==> src/rtl/spi_peripheral_sync.sv <==
// SPI mode-0 peripheral that oversamples CS_N/SCK/COPI on clk and drives a register-file port.
// Supports sized items, burst auto-increment, a read strobe with 1-clk rdata latency and an illegal-opcode flag.
module spi_peripheral_sync #(
  parameter int RF_AWIDTH   = 6,
  parameter int RF_WIDTH    = 32,
  parameter int ADDR_BYTES  = 1,
  parameter int SYNC_STAGES = 2
) (
  input  logic                  clk,
  input  logic                  rst,
  input  logic                  CS_N,
  input  logic                  SCK,
  input  logic                  COPI,
  output logic                  CIPO,
  output logic [RF_AWIDTH-1:0]  addr,
  output logic                  re,
  output logic                  we,
  output logic [RF_WIDTH-1:0]   wdata,
  output logic [RF_WIDTH/8-1:0] wmask,
  input  logic [RF_WIDTH-1:0]   rdata,
  output logic                  busy,
  output logic                  err
);

  localparam int RF_MASK   = RF_WIDTH / 8;
  localparam int MAX_SZ    = $clog2(RF_MASK);
  localparam int BA_W      = RF_AWIDTH + MAX_SZ;
  localparam int ADDR_BITS = ADDR_BYTES * 8;
  localparam int AX_W      = (BA_W > ADDR_BITS) ? BA_W : ADDR_BITS;
  localparam int SH_W      = (RF_WIDTH > 16) ? RF_WIDTH : 16;
  localparam int LW        = (MAX_SZ > 0) ? MAX_SZ : 1;
  localparam int CNT_W     = 7;
  localparam int ST_W      = $clog2(SYNC_STAGES + 1);

  typedef enum logic [2:0] {WAIT_IDLE, IDLE, OPCODE, ADDR, DATA, DONE} state_t;

  state_t                 state, state_nxt;
  logic [SYNC_STAGES-1:0] cs_sync, sck_sync, copi_sync;
  logic                   sck_prev;
  logic                   cs_s, sck_s, copi_s, sck_rise, sck_fall;
  logic [ST_W-1:0]        settle_cnt;
  logic                   settled;
  logic [CNT_W-1:0]       bit_cnt;
  logic [SH_W-1:0]        rx, rx_nxt;
  logic [RF_WIDTH-1:0]    tx;
  logic [1:0]             sz_q;
  logic                   wr_q, burst_q;
  logic [BA_W-1:0]        byte_addr;
  logic [LW-1:0]          rd_lane;
  logic                   re_p1;
  logic [1:0]             op_sz;
  logic                   op_illegal, op_last, addr_last, item_last;
  logic [AX_W-1:0]        addr_ext;
  logic [BA_W-1:0]        addr_in;

  function automatic logic [BA_W-1:0] align_addr(input logic [BA_W-1:0] ba, input logic [1:0] sz);
    logic [BA_W-1:0] low;
    low = (BA_W'(1) << sz) - BA_W'(1);
    return ba & ~low;
  endfunction

  function automatic logic [BA_W-1:0] step_of(input logic [1:0] sz);
    return BA_W'(1) << sz;
  endfunction

  function automatic logic [RF_AWIDTH-1:0] word_of(input logic [BA_W-1:0] ba);
    return RF_AWIDTH'(ba >> MAX_SZ);
  endfunction

  function automatic logic [LW-1:0] lane_of(input logic [BA_W-1:0] ba);
    return LW'(ba & BA_W'(RF_MASK - 1));
  endfunction

  function automatic logic [RF_MASK-1:0] lane_mask(input logic [1:0] sz, input logic [LW-1:0] lane);
    logic [31:0] m;
    m = (32'd1 << (32'd1 << sz)) - 32'd1;
    return RF_MASK'(m << lane);
  endfunction

  function automatic logic [RF_WIDTH-1:0] replicate(input logic [SH_W-1:0] item, input logic [1:0] sz);
    logic [RF_WIDTH-1:0] it, w;
    int nb_bytes;
    nb_bytes = 1 << sz;
    it = RF_WIDTH'(item) & ((RF_WIDTH'(1) << (nb_bytes * 8)) - RF_WIDTH'(1));
    w  = '0;
    for (int k = 0; k < RF_MASK; k++)
      if ((k % nb_bytes) == 0) w = w | (it << (k * 8));
    return w;
  endfunction

  // Lane slice left-justified so the item MSB sits at the shifter top.
  function automatic logic [RF_WIDTH-1:0] tx_load(input logic [RF_WIDTH-1:0] d,
                                                  input logic [LW-1:0] lane,
                                                  input logic [1:0] sz);
    logic [RF_WIDTH-1:0] s;
    s = d >> (int'(lane) * 8);
    return s << (RF_WIDTH - (8 << sz));
  endfunction

  // Input synchronisers, cleared to the idle bus state
  always_ff @(posedge clk) begin
    if (rst) begin
      cs_sync   <= '1;
      sck_sync  <= '0;
      copi_sync <= '0;
      sck_prev  <= 1'b0;
    end else begin
      cs_sync   <= {cs_sync[SYNC_STAGES-2:0], CS_N};
      sck_sync  <= {sck_sync[SYNC_STAGES-2:0], SCK};
      copi_sync <= {copi_sync[SYNC_STAGES-2:0], COPI};
      sck_prev  <= sck_s;
    end
  end

  assign cs_s     = cs_sync[SYNC_STAGES-1];
  assign sck_s    = sck_sync[SYNC_STAGES-1];
  assign copi_s   = copi_sync[SYNC_STAGES-1];
  assign sck_rise = sck_s & ~sck_prev;
  assign sck_fall = ~sck_s & sck_prev;
  // After reset the chain still holds the idle value; wait until it reflects the real pins.
  assign settled  = (settle_cnt == ST_W'(SYNC_STAGES));

  assign rx_nxt     = {rx[SH_W-2:0], copi_s};
  assign op_sz      = rx_nxt[1:0];
  assign op_illegal = (32'(op_sz) > MAX_SZ);
  assign op_last    = (bit_cnt == CNT_W'(7));
  assign addr_last  = (bit_cnt == CNT_W'(ADDR_BITS - 1));
  assign item_last  = (bit_cnt == CNT_W'((8 << sz_q) - 1));
  assign addr_ext   = AX_W'(rx_nxt[ADDR_BITS-1:0]);
  assign addr_in    = align_addr(addr_ext[BA_W-1:0], sz_q);

  always_ff @(posedge clk) begin
    if (rst) state <= WAIT_IDLE;
    else     state <= state_nxt;
  end

  always_comb begin
    state_nxt = state;
    case (state)
      WAIT_IDLE: if (settled && cs_s) state_nxt = IDLE;
      IDLE:      if (!cs_s) state_nxt = OPCODE;
      OPCODE:    if (sck_rise && op_last) state_nxt = op_illegal ? DONE : ADDR;
      ADDR:      if (sck_rise && addr_last) state_nxt = DATA;
      DATA:      if (sck_rise && item_last && !burst_q) state_nxt = DONE;
      DONE:      state_nxt = DONE;
      default:   state_nxt = WAIT_IDLE;
    endcase
    if (state != WAIT_IDLE && cs_s) state_nxt = IDLE;
  end

  // Frame datapath: shifters, address tracking and strobes
  always_ff @(posedge clk) begin
    if (rst) begin
      settle_cnt <= '0;
      bit_cnt    <= '0;
      sz_q       <= '0;
      wr_q       <= 1'b0;
      burst_q    <= 1'b0;
      byte_addr  <= '0;
      rd_lane    <= '0;
      re_p1      <= 1'b0;
      CIPO       <= 1'b0;
      re         <= 1'b0;
      we         <= 1'b0;
      err        <= 1'b0;
      busy       <= 1'b0;
      addr       <= '0;
      wdata      <= '0;
      wmask      <= '0;
    end else begin
      re    <= 1'b0;
      we    <= 1'b0;
      err   <= 1'b0;
      re_p1 <= re;
      busy  <= (state_nxt == OPCODE) || (state_nxt == ADDR) ||
               (state_nxt == DATA)   || (state_nxt == DONE);
      if (state == WAIT_IDLE && !settled) settle_cnt <= settle_cnt + ST_W'(1);

      if (state != WAIT_IDLE && cs_s) begin
        bit_cnt <= '0;
        CIPO    <= 1'b0;
      end else begin
        case (state)
          IDLE: begin
            bit_cnt <= '0;
            CIPO    <= 1'b0;
          end
          OPCODE: if (sck_rise) begin
            rx <= rx_nxt;
            if (op_last) begin
              bit_cnt <= '0;
              sz_q    <= op_sz;
              wr_q    <= rx_nxt[2];
              burst_q <= rx_nxt[3];
              err     <= op_illegal;
            end else begin
              bit_cnt <= bit_cnt + CNT_W'(1);
            end
          end
          ADDR: if (sck_rise) begin
            rx <= rx_nxt;
            if (addr_last) begin
              bit_cnt <= '0;
              if (wr_q) begin
                byte_addr <= addr_in;
              end else begin
                re        <= 1'b1;
                addr      <= word_of(addr_in);
                rd_lane   <= lane_of(addr_in);
                byte_addr <= addr_in + step_of(sz_q);
              end
            end else begin
              bit_cnt <= bit_cnt + CNT_W'(1);
            end
          end
          DATA: begin
            if (sck_rise) begin
              rx <= rx_nxt;
              if (item_last) begin
                bit_cnt <= '0;
                if (wr_q) begin
                  we        <= 1'b1;
                  addr      <= word_of(byte_addr);
                  wdata     <= replicate(rx_nxt, sz_q);
                  wmask     <= lane_mask(sz_q, lane_of(byte_addr));
                  byte_addr <= byte_addr + step_of(sz_q);
                end else if (burst_q) begin
                  re        <= 1'b1;
                  addr      <= word_of(byte_addr);
                  rd_lane   <= lane_of(byte_addr);
                  byte_addr <= byte_addr + step_of(sz_q);
                end
              end else begin
                bit_cnt <= bit_cnt + CNT_W'(1);
              end
            end
            if (sck_fall && !wr_q) begin
              CIPO <= tx[RF_WIDTH-1];
              tx   <= tx << 1;
            end
          end
          DONE:    CIPO <= 1'b0;
          default: CIPO <= 1'b0;
        endcase
      end

      // rdata is valid the cycle after re; take the lane slice then
      if (re_p1) tx <= tx_load(rdata, rd_lane, sz_q);
    end
  end

endmodule

==> config.mk <==
export PLATFORM = sky130hd
export DESIGN_NAME = spi_peripheral_sync
export DESIGN_NICKNAME = d
export VERILOG_FILES = /design/src/rtl/spi_peripheral_sync.sv
export SDC_FILE = /design/constraint.sdc
export NUM_CORES = 1
export LEC_CHECK = 0
export BUFFER_PORTS_ARGS = -buffer_cell sky130_fd_sc_hd__buf_2
export CAP_MARGIN = 40
export CORE_MARGIN = 4
export CORE_UTILIZATION = 59
export CTS_CLUSTER_SIZE = 40
export DETAILED_ROUTE_END_ITERATION = 10
export HOLD_SLACK_MARGIN = 0.12
export PLACE_DENSITY = 0.76
export RECOVER_POWER = 25
export SYNTH_ARGS = -nofsm -noshare
export SYNTH_HDL_FRONTEND = slang
export SYNTH_SLANG_ARGS = --single-unit
==> constraint.sdc <==
create_clock -name clk -period 4.91 [get_ports clk]
set_input_delay 0.491 -clock clk [delete_from_list [all_inputs] [get_ports clk]]
set_output_delay 0.491 -clock clk [all_outputs]
set_load 0.02 [all_outputs]
==> results.md <==
- Core ar.: between 10000 and 15000 µm²
- Mux share of post-synthesis cell area: under 10%
- Wire per inst: 19.47 µm
- Worst-path clk slew: approximately 0.060 ns
- Num CTS Buffers: 17
- MaxCap Viol Count: 1
- Setup Total Neg Slack: 0 ns
- Most common cell in the netlist: nor2_1
- Standard-cell rows: 41
- Pwr/cell area: 303.3 nW/µm²
- Worst Clk Skew: around 0.011 ns
- R2r startpoint: sz_q[1]
- Vias per cell: ~6.4
- First-pass DRT Iterations: 7
- Hold crit path type: in2reg
- Ys flop type: dfxtp_1
- First-pass GRT wire length: 33150 µm
- Commonest cells post-synth: nor2_1, dfxtp_1, nand2_1
- Synth Net Count: ~920
- Total Routing Usage GR: around 28%
- Run status: complete, but fails checks
- Area growth syn-to-layout: 13.36%
- NumNets Final: ~970
- DRT iter0 DRCs: between 700 and 800
- Sequential fraction of the synthesis area: a little under half
- Max-Slew Margin vs Limit: -26.49%
- Final Power: around 2.7 mW
- Worst Path Buf+Inv: 1
- Crit. Startpoint: sz_q[1]
- Synth Area in Compound Gates: 22.35%
- DR DRC count: 0
- Antenna-violating nets left: 0
- Via count: about 7000
- Hold-fix buffers, CTS: 0
- Setup crit end kind: flip-flop
- Post-DP HPWL: roughly 15000 µm
- Failing checks: capacitance limit, slew limit
- Synth Area in Adders: 3.795%
- Achievable Freq: 223.0 MHz
- Mapped cell area: approximately 7800 µm²
- Slew of the pin with the lowest slew margin: roughly 1.9 ns
- VDD IR-drop max: ~0.00024 V
- Ant. Diodes: 0
- Post-synth EDFFs: 63
- Largest net degree at the start of global routing: slightly below 50
- Worst R2R Path Depth: 9
- Share of layout cells above drive strength 1: roughly 15%
- Final cell count without fillers: ~1100
- XOR/XNOR share of the synthesized area: under 10%
- Critical path's largest stage delay: 0.80 ns
- CTS tree: done
- HP Start: CS_N
- RSZ-0062 raised after global routing: no
- Post-synth cell types: 71
- WP data arrival: between 4 and 5 ns
- Port Buffers: 83
- Area of the die: 15090 µm²
- Area leader, netlist: edfxtp_1
- CP Launch Type: flip-flop
- Crit-path cells: clkinv_1 -> ha_1 -> xnor2_1 -> or4_4 -> nor2_1 -> nand4_2 -> nor3_2 -> nand2_1 -> a21oi_1
- Vias in the first global route: 6493
- Gpl congestion: just over 0.9
- Delay-heaviest family, CP: simple AND/OR/NAND/NOR gates
- Initial antenna violation count: 0
- Number of synthesis warnings: 0
- Synth top area share: 24.32%
- Grt ovf: 0
- Fin. max-slew vios: 39
- #FFs+latches synth: 144
- Simple-gate share of the synthesized area: 17.03%
- Clock latency on the worst-skew pair: between 0.4 and 0.5 ns
- Placed Cells: 1061
- Shortest period the worst path allows: roughly 4.5 ns
- Critical path depth: 9
- Core Util, Final: a little under 70%
- Die H: around 120 µm
- WL final: approximately 21000 µm
- Synth async-reset ratio: 0%
- Clock root buffer master: clkbuf_16
- Resized Gates After CTS: 0
- Top Ports: between 80 and 90
- CP max FO: 20
- P_leak: between 3 and 4 nW
- Setup CP Type: reg2reg
- TritonCTS Sinks: about 140
- Leading post-synthesis cells by cell area: edfxtp_1, dfxtp_1, nor2_1
- Worst-case clock buffer depth: 2
- Post-route clock period utilization: between 90 and 100%
- Syn avg cell area: just over 9 µm²
- Largest family of logic cells by synthesized area: compound AO/OA/AOI/OAI gates
- H-tree depth: 4
- WHS Path Cells: 2
- Final Setup Violations: 0
- Post-CTS Setup Inserts: 0
- Die width: about 120 µm
- Post-Synthesis Cells: roughly 860
- Hold Fails Final Rpt: 0
- Slowest library cell on the worst path: dfxtp_1
- Initial Util: roughly 61%
- Critical Path RT: around 5.2 ns
kinds of logic (layout without fill, tap and decap cells):
family / count (synthesis) / count (layout)
simple gates: 270 / 270
compound gates: 264 / 264
flops: 144 / 144
buf+inv: 107 / 172
mux: 38 / 38
fa+ha+maj: 23 / 23
xor+xnor: 10 / 10
path summary, 6_finish.rpt:
kind                                    to  slack (ns)
worst max register to register   wdata[21]        0.42
worst max-delay path             wdata[21]        0.42
worst min-delay path            cs_sync[0]        0.25
worst min register to register  cs_sync[1]        0.41
sequential cells by signal, indices dropped and copies added, names as in the netlist:
register / flops
byte_addr: 8
sck_prev: 1
re: 1
we: 1
rx: 31
copi_sync: 2
err: 1
rd_lane: 2
bit_cnt: 7
state: 3
busy: 1
wdata: 32
wmask: 4
wr_q: 1
sck_sync: 2
re_p1: 1
burst_q: 1
addr: 6
settle_cnt: 2
cs_sync: 2
CIPO: 1
tx: 32
sz_q: 2
where the power goes:
group / switching (mW) / internal, mW / total (mW)
Sequential: 0.0126 / 1.25 / 1.26
Clock: 0.530 / 0.753 / 1.28
Combinational: 0.0754 / 0.0514 / 0.127
Total: 0.618 / 2.06 / 2.67
cells in the final DEF (no fill, tap or decap), drive strengths merged, types with 4 or more instances in the layout:
cell type	netlist	final
nor2	96	96
dfxtp	81	81
buf	13	70
nand2	68	68
o21ai	67	67
a21oi	63	63
edfxtp	63	63
inv	43	49
clkbuf	50	43
mux2i	22	22
ha	22	22
o22ai	19	19
a22oi	18	18
nor2b	17	17
nor3	17	17
mux2	16	16
nand3	15	15
a211oi	15	15
nand2b	10	10
a221oi	10	10
and3	10	10
a221o	9	9
o211ai	8	8
a22o	8	8
a31oi	6	6
or3	6	6
xnor2	6	6
a311oi	6	6
o2bb2ai	5	5
o221ai	5	5
nand3b	5	5
o21a	5	5
clkinv	1	5
nor4	5	5
or2	4	4
xor2	4	4
metrics by stage:
stage / instance area (µm²) / setup WS (ns) / hold WS (ns)
finish: 8820 / 0.4250 / 0.2469
detailed placement: 8273 / 0.5740 / 0.3996
global placement: 8247 / 0.8904 / 0.3916
CTS: 8855 / 0.5371 / 0.2359
global route: 8820 / 0.08150 / 0.2468
floorplan: 7780 / 0.9750 / 0.3895
layer usage:
| layer | GRT usage [%] | routed length, µm | vias to the layer above | share of wire (%) |
|---|---|---|---|---|
| li1 | - | - | 3232 | - |
| met1 | 37.83 | 8903 | 3310 | 42 |
| met2 | 45.20 | 10070 | 359 | 47 |
| met3 | 6.912 | 1859 | 52 | 8.7 |
| met4 | 8.747 | 446 | 0 | 2.1 |
| met5 | 0 | 0 | - | 0 |
area by class of cell:
class	instances	area (µm²)
fill	970	3954
multi-input combinational	605	3855
sequential	144	3513
timing repair buffer	96	489.2
clock buffer	17	425.4
tap	172	215.2
inverter	44	165.2
clock inverter	15	156.4
Note: power is estimated with default switching activity, not from simulation.
